<file path="src/rtl/pipeline_frontend_ctrl_pkg.sv">
// Shared pipeline definitions: NOP encoding, PC step and the ID/EX control bundle
// used by the front-end controller and the hazard/forwarding logic.
package pipeline_pkg;

    localparam logic [31:0] NOP_INSTR = 32'h0000_0013;
    localparam int unsigned PC_INC    = 4;

    typedef struct packed {
        logic       reg_write;
        logic       mem_read;
        logic       mem_write;
        logic [4:0] rd;
    } id_ex_ctrl_t;

    localparam id_ex_ctrl_t ID_EX_BUBBLE = '{reg_write: 1'b0, mem_read: 1'b0,
                                             mem_write: 1'b0, rd: 5'd0};

endpackage

</file>
<file path="src/rtl/pipeline_frontend_ctrl_if.sv">
// Hazard/branch control inputs and pipeline-register outputs of the front-end controller.
interface pipeline_frontend_ctrl_if #(
    parameter int XLEN  = 32,
    parameter int CNT_W = 32
);
    logic             pc_write_i;
    logic             if_id_write_i;
    logic             bubble_i;
    logic             branch_taken_i;
    logic [XLEN-1:0]  branch_target_i;
    logic [31:0]      instr_i;
    logic             id_reg_write_i;
    logic             id_mem_read_i;
    logic             id_mem_write_i;
    logic [4:0]       id_rd_i;

    logic [XLEN-1:0]  pc_o;
    logic [XLEN-1:0]  if_id_pc_o;
    logic [31:0]      if_id_instr_o;
    logic             if_id_valid_o;
    logic             id_ex_reg_write_o;
    logic             id_ex_mem_read_o;
    logic             id_ex_mem_write_o;
    logic [4:0]       id_ex_rd_o;
    logic             id_ex_valid_o;
    logic [CNT_W-1:0] stall_cnt_o;
    logic [CNT_W-1:0] flush_cnt_o;
    logic             protocol_err_o;
    logic             stall_timeout_o;

    modport master (
        output pc_write_i, if_id_write_i, bubble_i, branch_taken_i, branch_target_i,
               instr_i, id_reg_write_i, id_mem_read_i, id_mem_write_i, id_rd_i,
        input  pc_o, if_id_pc_o, if_id_instr_o, if_id_valid_o, id_ex_reg_write_o,
               id_ex_mem_read_o, id_ex_mem_write_o, id_ex_rd_o, id_ex_valid_o,
               stall_cnt_o, flush_cnt_o, protocol_err_o, stall_timeout_o
    );

    modport slave (
        input  pc_write_i, if_id_write_i, bubble_i, branch_taken_i, branch_target_i,
               instr_i, id_reg_write_i, id_mem_read_i, id_mem_write_i, id_rd_i,
        output pc_o, if_id_pc_o, if_id_instr_o, if_id_valid_o, id_ex_reg_write_o,
               id_ex_mem_read_o, id_ex_mem_write_o, id_ex_rd_o, id_ex_valid_o,
               stall_cnt_o, flush_cnt_o, protocol_err_o, stall_timeout_o
    );

endinterface

</file>
<file path="src/rtl/pipeline_frontend_ctrl_sat_counter.sv">
// Saturating up-counter with synchronous clear; clear wins over increment.
module sat_counter #(
    parameter int W = 8
) (
    input  logic         clk,
    input  logic         rst_n,
    input  logic         inc_i,
    input  logic         clr_i,
    output logic [W-1:0] cnt_o
);

    logic [W-1:0] cnt_q, cnt_d;

    // NOTE: assign the default first so every path drives cnt_d and no latch is inferred.
    always_comb begin
        cnt_d = cnt_q;
        if (clr_i) begin
            cnt_d = '0;
        end else if (inc_i && (cnt_q != '1)) begin
            cnt_d = cnt_q + W'(1);
        end
    end

    // NOTE: sequential state uses non-blocking assignment so all flops sample pre-edge values.
    always_ff @(posedge clk) begin
        if (!rst_n) begin
            cnt_q <= '0;
        end else begin
            cnt_q <= cnt_d;
        end
    end

    assign cnt_o = cnt_q;

endmodule

</file>
<file path="src/rtl/pipeline_frontend_ctrl.sv">
// Front-end pipeline control: PC, IF/ID register, ID/EX control half, stall/flush
// statistics and stall-protocol checking.
module pipeline_frontend_ctrl
    import pipeline_pkg::*;
#(
    parameter int          XLEN      = 32,
    parameter logic [31:0] RESET_PC  = 32'h0000_0000,
    parameter int          CNT_W     = 32,
    parameter int          MAX_STALL = 4
) (
    input logic                     clk,
    input logic                     rst_n,
    pipeline_frontend_ctrl_if.slave bus
);

    localparam int RUN_W = $clog2(MAX_STALL + 2);

    logic [XLEN-1:0] pc_q, pc_d;
    logic [XLEN-1:0] if_id_pc_q, if_id_pc_d;
    logic [31:0]     if_id_instr_q, if_id_instr_d;
    logic            if_id_valid_q, if_id_valid_d;
    id_ex_ctrl_t     id_ex_q, id_ex_d;
    logic            id_ex_valid_q, id_ex_valid_d;
    logic            perr_q, perr_d;
    logic            tout_q, tout_d;

    logic [2:0]       stall_vec;
    logic             stall_ok;
    logic             stall_cycle;
    logic             proto_bad;
    logic [RUN_W-1:0] run_cnt;

    always_comb begin
        stall_vec   = {bus.pc_write_i, bus.if_id_write_i, bus.bubble_i};
        stall_ok    = (stall_vec == 3'b001);
        stall_cycle = stall_ok && !bus.branch_taken_i;
        // A taken branch overrides whatever the hazard unit requests that cycle.
        proto_bad   = !bus.branch_taken_i && !stall_ok && (stall_vec != 3'b110);

        pc_d          = pc_q;
        if_id_pc_d    = if_id_pc_q;
        if_id_instr_d = if_id_instr_q;
        if_id_valid_d = if_id_valid_q;
        id_ex_d       = ID_EX_BUBBLE;
        id_ex_valid_d = 1'b0;

        if (bus.branch_taken_i) begin
            pc_d = bus.branch_target_i;
        end else if (bus.pc_write_i) begin
            pc_d = pc_q + XLEN'(PC_INC);
        end

        if (bus.branch_taken_i) begin
            if_id_pc_d    = '0;
            if_id_instr_d = NOP_INSTR;
            if_id_valid_d = 1'b0;
        end else if (bus.if_id_write_i) begin
            if_id_pc_d    = pc_q;
            if_id_instr_d = bus.instr_i;
            if_id_valid_d = 1'b1;
        end

        if (!(bus.branch_taken_i || bus.bubble_i || !if_id_valid_q)) begin
            id_ex_d = '{reg_write: bus.id_reg_write_i, mem_read: bus.id_mem_read_i,
                        mem_write: bus.id_mem_write_i, rd: bus.id_rd_i};
            id_ex_valid_d = 1'b1;
        end

        perr_d = perr_q | proto_bad;
        // Set on the stall that takes the run from MAX_STALL to MAX_STALL+1.
        tout_d = tout_q | (stall_cycle && (run_cnt >= RUN_W'(MAX_STALL)));
    end

    always_ff @(posedge clk) begin
        if (!rst_n) begin
            pc_q          <= XLEN'(RESET_PC);
            if_id_pc_q    <= '0;
            if_id_instr_q <= NOP_INSTR;
            if_id_valid_q <= 1'b0;
            id_ex_q       <= ID_EX_BUBBLE;
            id_ex_valid_q <= 1'b0;
            perr_q        <= 1'b0;
            tout_q        <= 1'b0;
        end else begin
            pc_q          <= pc_d;
            if_id_pc_q    <= if_id_pc_d;
            if_id_instr_q <= if_id_instr_d;
            if_id_valid_q <= if_id_valid_d;
            id_ex_q       <= id_ex_d;
            id_ex_valid_q <= id_ex_valid_d;
            perr_q        <= perr_d;
            tout_q        <= tout_d;
        end
    end

    sat_counter #(.W(CNT_W)) u_stall_cnt (
        .clk   (clk),
        .rst_n (rst_n),
        .inc_i (stall_cycle),
        .clr_i (1'b0),
        .cnt_o (bus.stall_cnt_o)
    );

    sat_counter #(.W(CNT_W)) u_flush_cnt (
        .clk   (clk),
        .rst_n (rst_n),
        .inc_i (bus.branch_taken_i),
        .clr_i (1'b0),
        .cnt_o (bus.flush_cnt_o)
    );

    sat_counter #(.W(RUN_W)) u_stall_run (
        .clk   (clk),
        .rst_n (rst_n),
        .inc_i (stall_cycle),
        .clr_i (!stall_cycle),
        .cnt_o (run_cnt)
    );

    assign bus.pc_o              = pc_q;
    assign bus.if_id_pc_o        = if_id_pc_q;
    assign bus.if_id_instr_o     = if_id_instr_q;
    assign bus.if_id_valid_o     = if_id_valid_q;
    assign bus.id_ex_reg_write_o = id_ex_q.reg_write;
    assign bus.id_ex_mem_read_o  = id_ex_q.mem_read;
    assign bus.id_ex_mem_write_o = id_ex_q.mem_write;
    assign bus.id_ex_rd_o        = id_ex_q.rd;
    assign bus.id_ex_valid_o     = id_ex_valid_q;
    assign bus.protocol_err_o    = perr_q;
    assign bus.stall_timeout_o   = tout_q;

endmodule
</file>
<file path="src/flat_wrapper.sv">
// flat-port wrapper written by rule: the top's interface ports become plain ports
module pipeline_frontend_ctrl_flat import pipeline_pkg::*;
#(
    parameter int          XLEN      = 32,
    parameter logic [31:0] RESET_PC  = 32'h0000_0000,
    parameter int          CNT_W     = 32,
    parameter int          MAX_STALL = 4
)
  (clk, rst_n, bus_pc_write_i, bus_if_id_write_i, bus_bubble_i, bus_branch_taken_i, bus_branch_target_i, bus_instr_i, bus_id_reg_write_i, bus_id_mem_read_i, bus_id_mem_write_i, bus_id_rd_i, bus_pc_o, bus_if_id_pc_o, bus_if_id_instr_o, bus_if_id_valid_o, bus_id_ex_reg_write_o, bus_id_ex_mem_read_o, bus_id_ex_mem_write_o, bus_id_ex_rd_o, bus_id_ex_valid_o, bus_stall_cnt_o, bus_flush_cnt_o, bus_protocol_err_o, bus_stall_timeout_o);
  pipeline_frontend_ctrl_if #(.XLEN(XLEN), .CNT_W(CNT_W)) bus_i ();
  input logic clk;
  input logic rst_n;
  input wire logic [$bits(bus_i.pc_write_i)-1:0] bus_pc_write_i;
  input wire logic [$bits(bus_i.if_id_write_i)-1:0] bus_if_id_write_i;
  input wire logic [$bits(bus_i.bubble_i)-1:0] bus_bubble_i;
  input wire logic [$bits(bus_i.branch_taken_i)-1:0] bus_branch_taken_i;
  input wire logic [$bits(bus_i.branch_target_i)-1:0] bus_branch_target_i;
  input wire logic [$bits(bus_i.instr_i)-1:0] bus_instr_i;
  input wire logic [$bits(bus_i.id_reg_write_i)-1:0] bus_id_reg_write_i;
  input wire logic [$bits(bus_i.id_mem_read_i)-1:0] bus_id_mem_read_i;
  input wire logic [$bits(bus_i.id_mem_write_i)-1:0] bus_id_mem_write_i;
  input wire logic [$bits(bus_i.id_rd_i)-1:0] bus_id_rd_i;
  output wire logic [$bits(bus_i.pc_o)-1:0] bus_pc_o;
  output wire logic [$bits(bus_i.if_id_pc_o)-1:0] bus_if_id_pc_o;
  output wire logic [$bits(bus_i.if_id_instr_o)-1:0] bus_if_id_instr_o;
  output wire logic [$bits(bus_i.if_id_valid_o)-1:0] bus_if_id_valid_o;
  output wire logic [$bits(bus_i.id_ex_reg_write_o)-1:0] bus_id_ex_reg_write_o;
  output wire logic [$bits(bus_i.id_ex_mem_read_o)-1:0] bus_id_ex_mem_read_o;
  output wire logic [$bits(bus_i.id_ex_mem_write_o)-1:0] bus_id_ex_mem_write_o;
  output wire logic [$bits(bus_i.id_ex_rd_o)-1:0] bus_id_ex_rd_o;
  output wire logic [$bits(bus_i.id_ex_valid_o)-1:0] bus_id_ex_valid_o;
  output wire logic [$bits(bus_i.stall_cnt_o)-1:0] bus_stall_cnt_o;
  output wire logic [$bits(bus_i.flush_cnt_o)-1:0] bus_flush_cnt_o;
  output wire logic [$bits(bus_i.protocol_err_o)-1:0] bus_protocol_err_o;
  output wire logic [$bits(bus_i.stall_timeout_o)-1:0] bus_stall_timeout_o;
  assign bus_i.pc_write_i = bus_pc_write_i;
  assign bus_i.if_id_write_i = bus_if_id_write_i;
  assign bus_i.bubble_i = bus_bubble_i;
  assign bus_i.branch_taken_i = bus_branch_taken_i;
  assign bus_i.branch_target_i = bus_branch_target_i;
  assign bus_i.instr_i = bus_instr_i;
  assign bus_i.id_reg_write_i = bus_id_reg_write_i;
  assign bus_i.id_mem_read_i = bus_id_mem_read_i;
  assign bus_i.id_mem_write_i = bus_id_mem_write_i;
  assign bus_i.id_rd_i = bus_id_rd_i;
  assign bus_pc_o = bus_i.pc_o;
  assign bus_if_id_pc_o = bus_i.if_id_pc_o;
  assign bus_if_id_instr_o = bus_i.if_id_instr_o;
  assign bus_if_id_valid_o = bus_i.if_id_valid_o;
  assign bus_id_ex_reg_write_o = bus_i.id_ex_reg_write_o;
  assign bus_id_ex_mem_read_o = bus_i.id_ex_mem_read_o;
  assign bus_id_ex_mem_write_o = bus_i.id_ex_mem_write_o;
  assign bus_id_ex_rd_o = bus_i.id_ex_rd_o;
  assign bus_id_ex_valid_o = bus_i.id_ex_valid_o;
  assign bus_stall_cnt_o = bus_i.stall_cnt_o;
  assign bus_flush_cnt_o = bus_i.flush_cnt_o;
  assign bus_protocol_err_o = bus_i.protocol_err_o;
  assign bus_stall_timeout_o = bus_i.stall_timeout_o;
  pipeline_frontend_ctrl #(.XLEN(XLEN), .RESET_PC(RESET_PC), .CNT_W(CNT_W), .MAX_STALL(MAX_STALL)) u_core (.clk(clk), .rst_n(rst_n), .bus(bus_i));
endmodule
</file>
<file path="config.mk">
export PLATFORM = sky130hd
export DESIGN_NAME = pipeline_frontend_ctrl_flat
export DESIGN_NICKNAME = d
export VERILOG_FILES = /design/src/rtl/pipeline_frontend_ctrl_pkg.sv /design/src/rtl/pipeline_frontend_ctrl_if.sv /design/src/rtl/pipeline_frontend_ctrl_sat_counter.sv /design/src/rtl/pipeline_frontend_ctrl.sv /design/src/flat_wrapper.sv
export SDC_FILE = /design/constraint.sdc
export NUM_CORES = 1
export LEC_CHECK = 0
export ABC_AREA = 1
export CELL_PAD_IN_SITES_DETAIL_PLACEMENT = 0
export CELL_PAD_IN_SITES_GLOBAL_PLACEMENT = 1
export CORE_MARGIN = 4
export CORE_UTILIZATION = 31
export CTS_BUF_LIST = sky130_fd_sc_hd__clkbuf_8
export DETAILED_ROUTE_END_ITERATION = 12
export PLACE_DENSITY_LB_ADDON = 0.15
export RECOVER_POWER = 100
export SYNTH_ARGS = -nofsm -noshare
export SYNTH_HDL_FRONTEND = slang
export SYNTH_HIERARCHICAL = 1
export SYNTH_SLANG_ARGS = --single-unit
</file>
<file path="constraint.sdc">
create_clock -name clk -period 1.9 [get_ports clk]
set_input_delay 0.38 -clock clk [delete_from_list [all_inputs] [get_ports clk]]
set_output_delay 0.38 -clock clk [all_outputs]
set_load 0.005 [all_outputs]
</file>
# Word-level counts from Yosys, hierarchy flattened
# Cells that the tools add are included.
# op_classes
n_div,0
shift,0
muxes,3
bitwise_logic,3
n_mul,0
n_reduce_logical,16
order_cmp,1
add_sub_neg,4
eq_ne,5
# op_table
op,n
$add 32x1->32 const B,2
$mux 32,2
$ne 32x32->1 const B,2
$add 32x3->32 const B,1
$logic_and 1x1->1,7
$ne 3x3->1 const B,2
$reduce_or 2->1,2
$add 3x1->3 const B,1
$eq 3x1->1 const B,1
$ge 3x3->1 const B,1
$logic_not 1->1,3
$logic_or 1x1->1,2
$or 1x1->1,2
$reduce_and 2->1,1
$reduce_bool 2->1,1
$mux 1,1
$not 1->1,1
# word_totals
input_bits,78
ff_bits,175
mem_bits_ro,0
memories,0
mem_bits_rw,0
latchBits,0
word_cells,46

# Logic depth before layout (Yosys ltp)
# Gate-level depths: netlist (run 1).
# logic_depth
ltp_word,5
mapped_depth,15

# Hierarchy
# The synthesis (run 1) kept the hierarchy.
# modules_own_cells
mod,instances,area_each_um2,cells_per_inst
pipeline_frontend_ctrl,1,4600.7,640
sat_counter at u_core.u_flush_cnt ...,2,2069.5,332
sat_counter at u_core.u_stall_run,1,162.7,24

# Worst setup path after synthesis (run 1)
# Ideal clock, no wire load.
# synth_timing
path_type,input -> register
start,input port bus_if_id_write_i
end,register u_core.u_stall_cnt.cnt_q[23] (netlist: u_core/u_stall_cnt/cnt_o[23])
setup_slack_ns,0.074
arrival_time_ns,1.711
t_required_ns,1.785
cell_stages,10
n_path_buf,2
setup_ns,0.115
path_cell_list,buf_2 nor2_1 nand2_1 inv_1 clkbuf_1 nand3b_1 nor3_1 nand3_1 nand2_1 nor2_1
# synth_via
elab_chain_len,3
# synth_rtl
element,line,source
start: declaration,flat_wrapper.sv:14,input wire logic [$bits(bus_i.if_id_write_i)-1:0] bus_if_id_write_i;
$eq 3x1->1,pipeline_frontend_ctrl.sv:35,stall_ok = (stall_vec == 3'b001);
$logic_and 1x1->1,pipeline_frontend_ctrl.sv:36,stall_cycle = stall_ok && !bus.branch_taken_i;
via u_core.stall_cycle,pipeline_frontend_ctrl.sv:29,logic stall_cycle;
$logic_and 1x1->1,pipeline_frontend_ctrl_sat_counter.sv:19,end else if (inc_i && (cnt_q != '1)) begin
end signal: assignment,pipeline_frontend_ctrl_sat_counter.sv:29,cnt_q <= cnt_d;
end: declaration,pipeline_frontend_ctrl_sat_counter.sv:12,"logic [W-1:0] cnt_q, cnt_d;"
# The timed path passes the listed nets, and every way through them passes these cells.
# A chain may end at the register's enable or synchronous reset.

# Worst setup path after layout (run 1)
# layout_timing
start,register u_core.u_stall_cnt.cnt_q[14] (netlist: u_core/u_stall_cnt/cnt_o[14])
end,output port bus_stall_cnt_o[14]
# layout_rtl
element,line,source
end: declaration,flat_wrapper.sv:32,output wire logic [$bits(bus_i.stall_cnt_o)-1:0] bus_stall_cnt_o;
# No word-level cell between the ends.

==> qor.csv, run 1 <==
stage;metric;value;unit
logic_synthesis;syn_inst;1328;
sta;slew_headroom;0.3438;
global_routing;grt_max_degree;87;
logic_synthesis;muxShareOfSynthArea;0;
worst_setup_path;critPathCaptureType;output port;
die;core;28090;sq um
logic_synthesis;synth_xor_area_frac;0.007871;
clock_network;cts.sinks;175;
clock_network;cts-htree-levels;4;
sta;fin_setup_tns;0;ns
worst_setup_path;required;1.52;ns
clock_network;cts_tree;done;
worst_setup_path;crit_type;flip-flop to output port;
power_and_ir_drop;p_per_area;581.7;nW/um^2
min_path;hold_class;input port to flip-flop;
logic_synthesis;syn_area;8902;sq um
cells_and_area;syn_to_final_growth;43.82;%
routing;drt-initial-drc-count;489;
power_and_ir_drop;leakagePower;4.977;nW
logic_synthesis;synth_edf_count;0;
clock_network;cts.path.max_buffers;2;
sta;slew_violations;0;
clock_network;cts_inserted_buffers;17;
logic_synthesis;synth_area_leaders;dfxtp_1 (39%), nand2_1 (15%), nor2_1 (8.6%);
sta;period_share;0.9643;
logic_synthesis;ys_warn_count;6;
placed_design;dpl.cell_count;1981;
power_and_ir_drop;ir_drop;0.3103;mV
placed_design;dpl.hpwl;22.47;mm
routing;wl_per_cell;15.22;um
sta;clock.fmax;545.8;MHz
sta;setup_viol;0;
global_routing;track_usage;0.1917;
placed_design;place.gp.congestion;0.8334;
die;start_util;0.3170;
worst_setup_path;critical_path.max_fanout;4;
routing;antenna_left;0;
sta;rsz0062_at_grt;true;
logic_synthesis;ys_seq_elements;175;
routing;vias_per_cell;4.670;
logic_synthesis;ys_types;35;
routing;drc;0;
logic_synthesis;synth_top_family_by_area;simple AND/OR/NAND/NOR gates;
outcome;outcome;finished clean;
logic_synthesis;yosysMostFrequentCell;nand2_1;
logic_synthesis;synth.avg_cell_area;6.704;sq um
die;rows;61;
logic_synthesis;synth-adder-area-share;0.007027;
logic_synthesis;synth_common_cells;nand2_1 (366), nor2_1 (204), dfxtp_1 (175);
sta;finalCriticalPeriod;1.832;ns
clock_network;cts_hold_buffers;0;
routing;routed_wl;30.78;mm
global_routing;grt_pass1_vias;9023;
routing;num_vias;9443;
global_routing;antenna_found_initial;3;
placed_design;io_buffers;249;
sta;skew;0.02025;ns
logic_synthesis;yosysTopAreaCell;dfxtp_1;
die;io_pins;250;
routing;firstDrtPassIters;5;
power_and_ir_drop;total_power;7.447;mW
logic_synthesis;synth_top_area_share;0.3935;
cells_and_area;drive_above_1_share;0.1612;
logic_synthesis;async_flop_share;0;
worst_setup_path;startpoint_type;flip-flop;
sta;tightest_slew;0.9842;ns
logic_synthesis;synth_sequential_area_ratio;0.3935;
sta;finalHoldViolCount;0;
logic_synthesis;synth_top_flop_cell;dfxtp_1;
run;maxCapViolCount;0;
clock_network;clk_pin_slew;0.12;ns
global_routing;grt_pass1_wl;48.47;mm
clock_network;clock_latency;0.49;ns
global_routing;overflow;0;
cells_and_area;antenna_cells;0;
clock_network;cts-root-buf;clkbuf_8;
die;die-width;177.5;um
logic_synthesis;synth_compound_area_frac;0.1193;
worst_setup_path;arrival;1.45;ns
cells_and_area;nNetsFinal;1714;
die;die_h;177.5;um
logic_synthesis;yosys.area_share.simple;0.3896;
die;die_area;31490;sq um
cells_and_area;final_cells;2022;
[per-layer routing]
metal	global-route usage	up-vias	part of all wire
met1	0.2463	4328	0.45
met4	0.04673	6	0.012
met2	0.3167	218	0.47
li1	-	4862	-
met5	0	-	0.0012
met3	0.05688	29	0.066
[power breakdown]
| group | total [mW] | internal [mW] | leakage, nW | switching, mW |
|---|---|---|---|---|
| sequential | 3.85 | 3.76 | 1.45 | 0.0902 |
| clock | 2.80 | 1.15 | 0.207 | 1.65 |
| combinational | 0.800 | 0.428 | 3.32 | 0.372 |
[path summary, 6_finish.rpt]
path	startpoint	end	slack, ns	cells past startpoint
hold reg to reg	u_core/bus.stall_timeout_o	u_core/bus.stall_timeout_o	0.46	2
setup reg to reg	u_core/u_flush_cnt/cnt_o[0]	u_core/u_flush_cnt/cnt_o[17]	0.16	10
hold / removal	bus_branch_taken_i	u_core/u_flush_cnt/cnt_o[0]	0.32	4
setup / recovery	u_core/u_stall_cnt/cnt_o[14]	bus_stall_cnt_o[14]	0.07	2
[final cells by class]
type                    count  area (sq um)
flip-flops and latches    175          3583
repair buffers            328          3129
multi-input cells         984          4738
inverters                 125         469.2
clock buffers              18         247.7
fillers                  2953         15280
clock inverters            14         162.7
well taps                 378         473.0
[placed cells by master (no fill, tap or decap), drive strengths merged]
master         synthesis  routed
nand2                389     389
nor2                 233     233
clkdlybuf4s50          0     228
dfxtp                175     175
a21oi                138     138
inv                  125     134
nand3                106     108
buf                   21      73
o21ai                 31      31
clkbuf                26      26
a22oi                 20      20
nor3                  16      16
nand4                 11      11
dlymetal6s2s           0      10
dlygate4sd2            0       8
xor2                   8       8
nand3b                 6       6
or2                    6       6
ha                     5       5
a31oi                  4       4
and2                   3       3
clkinv                 0       3
a211oi                 2       2
conb                   1       2
bufinv                 0       1
clkinvlp               0       1
dlygate4sd3            0       1
o211ai                 1       1
o31ai                  1       1
[logic make-up after synthesis]
kind of cell,count (synthesis)
AO/OA/AOI/OAI,197
other,1
adder cells (fa/ha/maj),5
buffers and inverters,172
AND/OR/NAND/NOR,770
XOR/XNOR,8
flip-flops,175
[flip-flops by register name (all words and copies together), names as in the netlist, 3 cells and up]
signal,count
u_core/u_flush_cnt/cnt_o,32
u_core/u_stall_run/cnt_o,3
u_core/bus.if_id_pc_o,32
u_core/bus.if_id_instr_o,32
u_core/bus.id_ex_rd_o,5
u_core/bus.pc_o,32
u_core/u_stall_cnt/cnt_o,32
[stage by stage]
| stage | setup WS, ns | cell area [sq um] | hold WS [ns] | utilization |
|---|---|---|---|---|
| floorplan | 0.07431 | 8906 | 0.4466 | - |
| global placement | -0.5101 | 12230 | 0.4373 | 0.4353 |
| detailed placement | -0.5198 | 12230 | 0.4457 | 0.4353 |
| CTS | 0.0002893 | 12710 | 0.2845 | 0.4524 |
| global route | -0.01932 | 12800 | 0.3055 | 0.4559 |
| finish | 0.06777 | 12800 | 0.3248 | 0.4559 |
[critical path, stage by stage (launching register included)]
cell             delay, ns
dfxtp_1               0.34
buf_4                 0.14
clkdlybuf4s50_1       0.50
[what timing repair did]
item,CTS,global route
endpoints found under the setup margin,48,66
buffers inserted,3,4
pin swaps,0,2
resized for setup,53,45
cloned,0,2
Note: power is estimated with default switching activity, not from simulation.
==> run 2, diff against run 1 <==
--- a/config.mk
+++ b/config.mk
@@ -9,9 +9,10 @@
 export CELL_PAD_IN_SITES_DETAIL_PLACEMENT = 0
 export CELL_PAD_IN_SITES_GLOBAL_PLACEMENT = 1
 export CORE_MARGIN = 4
-export CORE_UTILIZATION = 31
+export CORE_UTILIZATION = 35
 export CTS_BUF_LIST = sky130_fd_sc_hd__clkbuf_8
 export DETAILED_ROUTE_END_ITERATION = 12
+export DONT_BUFFER_PORTS = 1
 export PLACE_DENSITY_LB_ADDON = 0.15
 export RECOVER_POWER = 100
 export SYNTH_ARGS = -nofsm -noshare
==> constraint.sdc (replaced) <==
create_clock -name clk -period 1.9 [get_ports clk]
set_input_delay 0.38 -clock clk [delete_from_list [all_inputs] [get_ports clk]]
set_output_delay 0.38 -clock clk [all_outputs]
set_load 0.01 [all_outputs]
==> run 2 against run 1 <==
Worst hold slack worse by 0.29 ns. Die area down 11%. Core utilization down 4.2 points. Sequential power about the same. Clock power down 1%. Sequential share of layout area up 5.7 points. Critical endpoint is now u_core/u_stall_cnt/cnt_o[17]. Highest routed layer is now met4. Largest power group unchanged.
==> qor.csv, run 2 (synthesis results as in run 1) <==
stage;metric;value;unit;change
routing;firstDrtPassIters;5;;unchanged
worst_setup_path;arrival;2.16;ns;+0.71 ns
power_and_ir_drop;pwr-share-comb;0.067;;-0.040
power_and_ir_drop;ir_drop;0.3713;mV;+20%
cells_and_area;syn_to_final_growth;16.67;%;
placed_design;dpl.hpwl;21.52;mm;-4.2%
routing;antenna_left;0;;unchanged
min_path;hold_path_end;u_core/bus.pc_o[5];;
clock_network;cts_inserted_buffers;17;;unchanged
global_routing;antenna_found_initial;1;;-2
global_routing;use_met1;0.2590;;+0.01269
power_and_ir_drop;clock_power_share;0.388;;+0.013
power_and_ir_drop;p_per_area;685.4;nW/um^2;+18%
global_routing;grt_pass1_vias;8404;;-6.9%
sta;setup_viol;0;;unchanged
clock_network;cts-root-buf;clkbuf_8;;
placed_design;place.gp.congestion;0.8260;;-0.89%
sta;finalCriticalPeriod;1.757;ns;-0.07563 ns
global_routing;use_met2;0.3440;;+0.02729
routing;routed_wl;29.82;mm;-3.1%
worst_setup_path;startpoint_type;flip-flop;;
sta;skew;0.02002;ns;-0.0002307 ns
cells_and_area;nNetsFinal;1519;;-11%
power_and_ir_drop;switching_share;0.3027;;+0.01948
cells_and_area;post-route-util;0.4136;;-0.04221
power_and_ir_drop;pwr-share-seq;0.546;;+0.029
cells_and_area;final_cells;1780;;-12%
die;die_area;28050;sq um;-11%
clock_network;clk_pin_slew;0.11;ns;about the same
routing;num_vias;8709;;-7.8%
worst_setup_path;reg2reg_slack;0.14;ns;-0.02 ns
routing;vias_per_cell;4.893;;+4.8%
outcome;outcome;finished clean;;
sta;finalHoldViolCount;0;;unchanged
global_routing;track_usage;0.2064;;+0.01472
die;io_pins;250;;unchanged
sta;period_share;0.9245;;-0.03980
routing;drt-initial-drc-count;479;;-2.0%
power_and_ir_drop;leakagePower;3.904;nW;-22%
global_routing;overflow;0;;unchanged
die;start_util;0.3545;;+0.03759
worst_setup_path;path_cells;clkbuf_1, nand2_1, inv_1, nand3_1, clkbuf_4, nor3_1, nand2_1, nand2_1, nand2_1, nor2_1;;
worst_setup_path;crit_top_cell;nand2_1;;
worst_setup_path;critical_path.max_fanout;5;;+1
die;die-width;167.5;um;-5.6%
global_routing;grt_pass1_wl;46.89;mm;-3.3%
clock_network;clock_latency;0.47;ns;-0.02 ns
sta;clock.fmax;569.3;MHz;+4.3%
clock_network;post_cts_buffers;0;;-3
worst_setup_path;cp-startpoint;u_core/u_stall_cnt/cnt_o[3];;
global_routing;busiest_layer;met2;;
die;die_h;167.5;um;-5.6%
worst_setup_path;cp_slowest_stage_delay;0.35;ns;-0.15 ns
die;rows;58;;-4.9%
cells_and_area;mostFrequentLayoutCells;nand2_1 (369), nor2_1 (202), dfxtp_1 (175), a21oi_1 (136), inv_1 (118);;
routing;wl_per_cell;16.75;um;+10%
cells_and_area;drive_above_1_share;0.1132;;-0.04801
worst_setup_path;critPathCaptureType;flip-flop;;
clock_network;cts-htree-levels;4;;unchanged
placed_design;dpl.cell_count;1720;;-13%
run;maxCapViolCount;0;;unchanged
clock_network;cts.sinks;175;;unchanged
sta;rsz0062_at_grt;false;;
sta;tightest_slew;1.080;ns;+0.09591 ns
min_path;hold_path.startpoint;rst_n;;
clock_network;cts.path.max_buffers;2;;unchanged
sta;slew_violations;0;;unchanged
worst_setup_path;rr_startpoint;u_core/u_stall_cnt/cnt_o[3];;
min_path;hold_class;input port to flip-flop;;
sta;slew_headroom;0.2775;;-0.06631
global_routing;grt.met3_usage;0.06610;;+0.009219
min_path;hold_depth;2;;-2
worst_setup_path;worstRegToRegCells;10;;unchanged
cells_and_area;final_common_cell;nand2_1;;
power_and_ir_drop;switching_power;2.155;mW;+2.2%
placed_design;io_buffers;0;;-100%
die;core;25110;sq um;-11%
worst_setup_path;cpMaxStageDelayCell;dfxtp_1;;
global_routing;grt_max_degree;66;;-24%
worst_setup_path;required;2.30;ns;+0.78 ns
cells_and_area;filler_cell_count;2765;;-6.4%
worst_setup_path;crit_type;flip-flop to flip-flop;;
worst_setup_path;timing.rr.end;u_core/u_stall_cnt/cnt_o[17];;
routing;drc;0;;unchanged
clock_network;cts_tree;done;;
power_and_ir_drop;internal-power;4.964;mW;-7.0%
-- run 2: changes by cell type in the layout (fill, tap and decap cells not counted), sizes merged --
cell and change:
clkinv +2, clkbuf +45, diode +1, nand3 -1, clkdlybuf4s50 -228, bufinv -1, dlygate4sd3 +25, dlymetal6s2s -10
buf -19, dlygate4sd2 -8
-- run 2: timing repair --
item,in CTS,in global routing
endpoints found under the setup margin,0,4
endpoints found under the hold margin,45,0
hold buffers,26,0
resized for setup,0,2
-- run 2: routing by layer --
layer,up-vias,wire length (um)
met1,3992,13130
met3,25,2380
met5,-,0
li1,4484,-
met4,0,467
met2,208,13850
-- run 2: critical path: cells and delay by family (launching register included) --
| kind | cells | cell delay, ns |
|---|---|---|
| DFF | 1 | 0.35 |
| buffers and inverters | 3 | 0.58 |
| and+or+nand+nor | 7 | 0.78 |
-- run 2: area by class of cell --
type,instances,area (sq um),area share
inverter,125,469.2,0.04518
clock buffer,17,234.0,0.02253
multi-input combinational,983,4667,0.4493
clock inverter,15,185.2,0.01783
sequential,175,3503,0.3373
timing repair buffer,134,912.1,0.08782
tap,330,412.9,0.03975
antenna,1,2.502,0.0002409
-- run 2: power groups by stage --
stage	registers (mW)	logic (mW)	clock network, mW
global route	3.90	0.542	3.00
finish	3.88	0.475	2.76
floorplan	3.96	0.311	0
detailed placement	3.97	0.439	0
global placement	3.97	0.435	0
CTS	3.89	0.497	2.86
-- run 2: how the worst max path moves through the flow --
stage          depth (start not counted)  slack, ns                      endpoint
4_1_cts                               10       0.14  u_core/u_flush_cnt/cnt_o[25]
5_1_grt                                9       0.02  u_core/u_stall_cnt/cnt_o[31]
3_3_place_gp                          14     -0.002  u_core/u_stall_cnt/cnt_o[17]
6_report                              10       0.14  u_core/u_stall_cnt/cnt_o[17]
3_5_place_dp                          13      -0.05  u_core/u_stall_cnt/cnt_o[19]
2_1_floorplan                         10       0.07  u_core/u_stall_cnt/cnt_o[23]
-- run 2: per-stage QoR --
step           power [mW]  setup slack, ns  hold slack [ns]  area (sq um)    TNS, ns
2_1_floorplan       4.269          0.07429           0.4587          8906          0
3_3_place_gp        4.405        -0.002381           0.4728          9915  -0.002381
3_5_place_dp        4.408         -0.05379           0.4769          9915    -0.2047
4_1_cts             7.250           0.1356       0.00001915         10590          0
5_1_grt             7.448          0.01926          0.01211         10390          0
6_report            7.119           0.1434          0.03885         10390          0
==> run 3, diff against run 2 <==
--- a/config.mk
+++ b/config.mk
@@ -5,7 +5,7 @@
 export SDC_FILE = /design/constraint.sdc
 export NUM_CORES = 1
 export LEC_CHECK = 0
-export ABC_AREA = 1
+export ABC_AREA = 0
 export CELL_PAD_IN_SITES_DETAIL_PLACEMENT = 0
 export CELL_PAD_IN_SITES_GLOBAL_PLACEMENT = 1
 export CORE_MARGIN = 4
==> run 3 against run 2 <==
Die area down 9.5%. Synthesized cell count down 32%. Sequential power about the same. Core utilization up 1.9 points. Critical path type unchanged. Cell count down 26%.
==> qor.csv, run 3 <==
stage;metric;value;unit;change
outcome;outcome;finished clean;;
logic_synthesis;synth_common_cells;dfxtp_1 (175), nor2_1 (120), mux2i_1 (74);;
placed_design;dpl.cell_count;1280;;-26%
worst_setup_path;cp_slowest_stage_delay;0.41;ns;+0.06 ns
sta;period_share;0.9807;;+0.05619
cells_and_area;nNetsFinal;1111;;-27%
logic_synthesis;syn_inst;904;;-32%
logic_synthesis;ys_warn_count;6;;unchanged
sta;finalCriticalPeriod;1.863;ns;+0.1068 ns
routing;antenna_left;0;;unchanged
routing;vias_per_cell;5.397;;+10%
clock_network;clock_latency;0.46;ns;about the same
die;io_pins;250;;unchanged
sta;finalHoldViolCount;0;;unchanged
min_path;hold_class;input port to flip-flop;;
placed_design;dpl.hpwl;17.68;mm;-18%
worst_setup_path;critical_path.max_fanout;10;;+5
power_and_ir_drop;ir_drop;0.3454;mV;-7.0%
logic_synthesis;synth_sequential_area_ratio;0.4369;;+0.04335
die;die-width;159.4;um;-4.8%
power_and_ir_drop;pwr-share-seq;0.552;;+0.006
global_routing;overflow;0;;unchanged
sta;whs;0.05580;ns;+0.01695 ns
cells_and_area;antenna_cells;0;;-1
clock_network;cts.path.max_buffers;2;;unchanged
cells_and_area;post-route-util;0.4328;;+0.01912
run;maxCapViolCount;0;;unchanged
power_and_ir_drop;clock_power_share;0.377;;-0.011
logic_synthesis;synth_top_flop_cell;dfxtp_1;;
power_and_ir_drop;switching_power;2.000;mW;-7.2%
worst_setup_path;path_cells;ha_1, nand3_1, or3_4, o311a_2, a221o_1;;
cells_and_area;final_cells;1326;;-26%
worst_setup_path;cpMaxStageDelayCell;or3_4;;
logic_synthesis;yosysMostFrequentCell;dfxtp_1;;
worst_setup_path;required;2.25;ns;-0.05 ns
logic_synthesis;ys_seq_elements;175;;unchanged
cells_and_area;final_common_cell;dfxtp_1;;
logic_synthesis;yosysTopAreaCell;dfxtp_1;;
sta;setup_slack;0.03664;ns;-0.1068 ns
cells_and_area;syn_to_final_growth;21.81;%;
worst_setup_path;startpoint_type;flip-flop;;
logic_synthesis;synth_area_leaders;dfxtp_1 (44%), mux2i_1 (9.2%), nor2_1 (5.6%);;
die;die_h;159.4;um;-4.8%
sta;fin_setup_tns;0;ns;unchanged
clock_network;cts-root-buf;clkbuf_8;;
logic_synthesis;syn_area;8019;sq um;-9.9%
worst_setup_path;crit_type;flip-flop to flip-flop;;
sta;setup_viol;0;;unchanged
sta;tightest_slew;1.043;ns;-0.03690 ns
power_and_ir_drop;p_per_area;713.9;nW/um^2;+4.2%
placed_design;place.gp.congestion;0.7532;;-8.8%
die;start_util;0.3553;;+0.0007215
global_routing;grt_pass1_wl;38.58;mm;-18%
global_routing;grt_max_degree;69;;+4.5%
placed_design;placed_area;9335;sq um;-5.8%
logic_synthesis;synth_edf_count;0;;unchanged
routing;wl_per_cell;18.43;um;+10%
placed_design;pre_cts_ws;0.01612;ns;+0.06992 ns
worst_setup_path;critPathCaptureType;flip-flop;;
global_routing;track_usage;0.1857;;-0.02069
clock_network;clk_pin_slew;0.11;ns;about the same
global_routing;antenna_found_initial;2;;+1
die;die_area;25400;sq um;-9.5%
logic_synthesis;async_flop_share;0;;unchanged
power_and_ir_drop;total_power;6.974;mW;-2.0%
cells_and_area;drive_above_1_share;0.1921;;+0.07894
routing;routed_wl;24.44;mm;-18%
sta;slew_violations;0;;unchanged
power_and_ir_drop;internal-power;4.974;mW;+0.21%
cells_and_area;fin_area;9768;sq um;-6.0%
sta;clock.fmax;536.7;MHz;-5.7%
clock_network;cts_inserted_buffers;17;;unchanged
sta;rsz0062_at_grt;true;;
clock_network;cts-htree-levels;4;;unchanged
routing;drc;0;;unchanged
routing;drt-initial-drc-count;326;;-32%
power_and_ir_drop;switching_share;0.2867;;-0.01595
die;core;22570;sq um;-10%
logic_synthesis;synth_top_area_share;0.4369;;+0.04335
logic_synthesis;ys_types;63;;+80%
routing;num_vias;7156;;-18%
die;rows;55;;-5.2%
clock_network;cts.sinks;175;;unchanged
clock_network;cts_tree;done;;
worst_setup_path;arrival;2.21;ns;+0.05 ns
global_routing;grt_pass1_vias;6957;;-17%
placed_design;io_buffers;0;;unchanged
power_and_ir_drop;leakagePower;3.548;nW;-9.1%
routing;firstDrtPassIters;5;;unchanged
cells_and_area;mostFrequentLayoutCells;dfxtp_1 (158), nor2_1 (120), buf_4 (100), mux2i_1 (74), a21oi_1 (52);;
logic_synthesis;synth.avg_cell_area;8.871;sq um;+32%
sta;skew;0.01999;ns;-0.00002960 ns
sta;slew_headroom;0.3045;;+0.02698
power_and_ir_drop;pwr-share-comb;0.070;;+0.003
==> run 3: changes by cell type in the layout (fill, tap and decap cells not counted), moves of 49 or more <==
cell	delta
a21oi_1	-84
buf_4	+49
inv_1	-110
mux2i_1	+74
nand2_1	-325
nand3_1	-66
nor2_1	-82
==> run 3: cells by family (layout without fill, tap and decap cells) <==
logic type	count (synthesis)	in the layout	synth area share
simple gates	394	394	0.2699
flops	175	175	0.4369
other cells	1	4	0.0004676
buf+inv	57	191	0.03027
mux	74	74	0.09237
fa+ha+maj	5	5	0.007802
xor+xnor	31	31	0.03386
compound gates	167	167	0.1284
==> run 3: final cells by class <==
cell class / count / area (sq um)
flip-flops and latches: 175 / 3527
repair buffers: 151 / 1067
multi-input cells: 675 / 4389
fillers: 2303 / 12800
clock buffers: 17 / 234.0
inverters: 8 / 30.03
clock inverters: 15 / 163.9
well taps: 285 / 356.6
==> run 3: power by group through the flow <==
stage / registers [mW] / logic [mW] / clock network (mW)
floorplan: 3.96 / 0.343 / 0
finish: 3.85 / 0.490 / 2.63
global placement: 3.94 / 0.497 / 0
CTS: 3.86 / 0.510 / 2.78
global route: 3.87 / 0.549 / 2.92
detailed placement: 3.94 / 0.500 / 0
==> run 3: worst max-delay path: cells and delay by family, from the launching register on <==
| kind | cells | cell delay (ns) |
|---|---|---|
| DFF | 1 | 0.35 |
| AOI/OAI and AO/OA | 2 | 0.65 |
| adders and majority gates | 1 | 0.21 |
| and+or+nand+nor | 2 | 0.54 |
==> run 3: repair_timing <==
action	4_1_cts	5_1_grt
endpoints found under the hold margin	5	3
gates cloned	0	0
pin swaps	1	15
setup buffers	0	7
hold buffers	4	3
gates resized for setup	0	29
setup endpoints to repair	5	48
==> run 3: final timing paths <==
| kind | startpoint | endpoint | slack [ns] | depth (start not counted) |
|---|---|---|---|---|
| worst min-delay path | bus_id_rd_i[1] | u_core/bus.id_ex_rd_o[1] | 0.06 | 1 |
| worst max-delay path | u_core/bus.pc_o[2] | u_core/bus.pc_o[24] | 0.04 | 5 |
| worst max register to register | u_core/bus.pc_o[2] | u_core/bus.pc_o[24] | 0.04 | 5 |
| worst min register to register | u_core/u_stall_run/cnt_o[1] | u_core/u_stall_run/cnt_o[1] | 0.50 | 2 |
==> run 3: routing by layer <==
layer  vias to the layer above  share of wire  global-route usage
met4                         4          0.015             0.04931
met5                         -        0.00082                   0
li1                       3552              -                   -
met2                       186           0.47              0.3098
met3                        27          0.079             0.07533
met1                      3387           0.43              0.2230
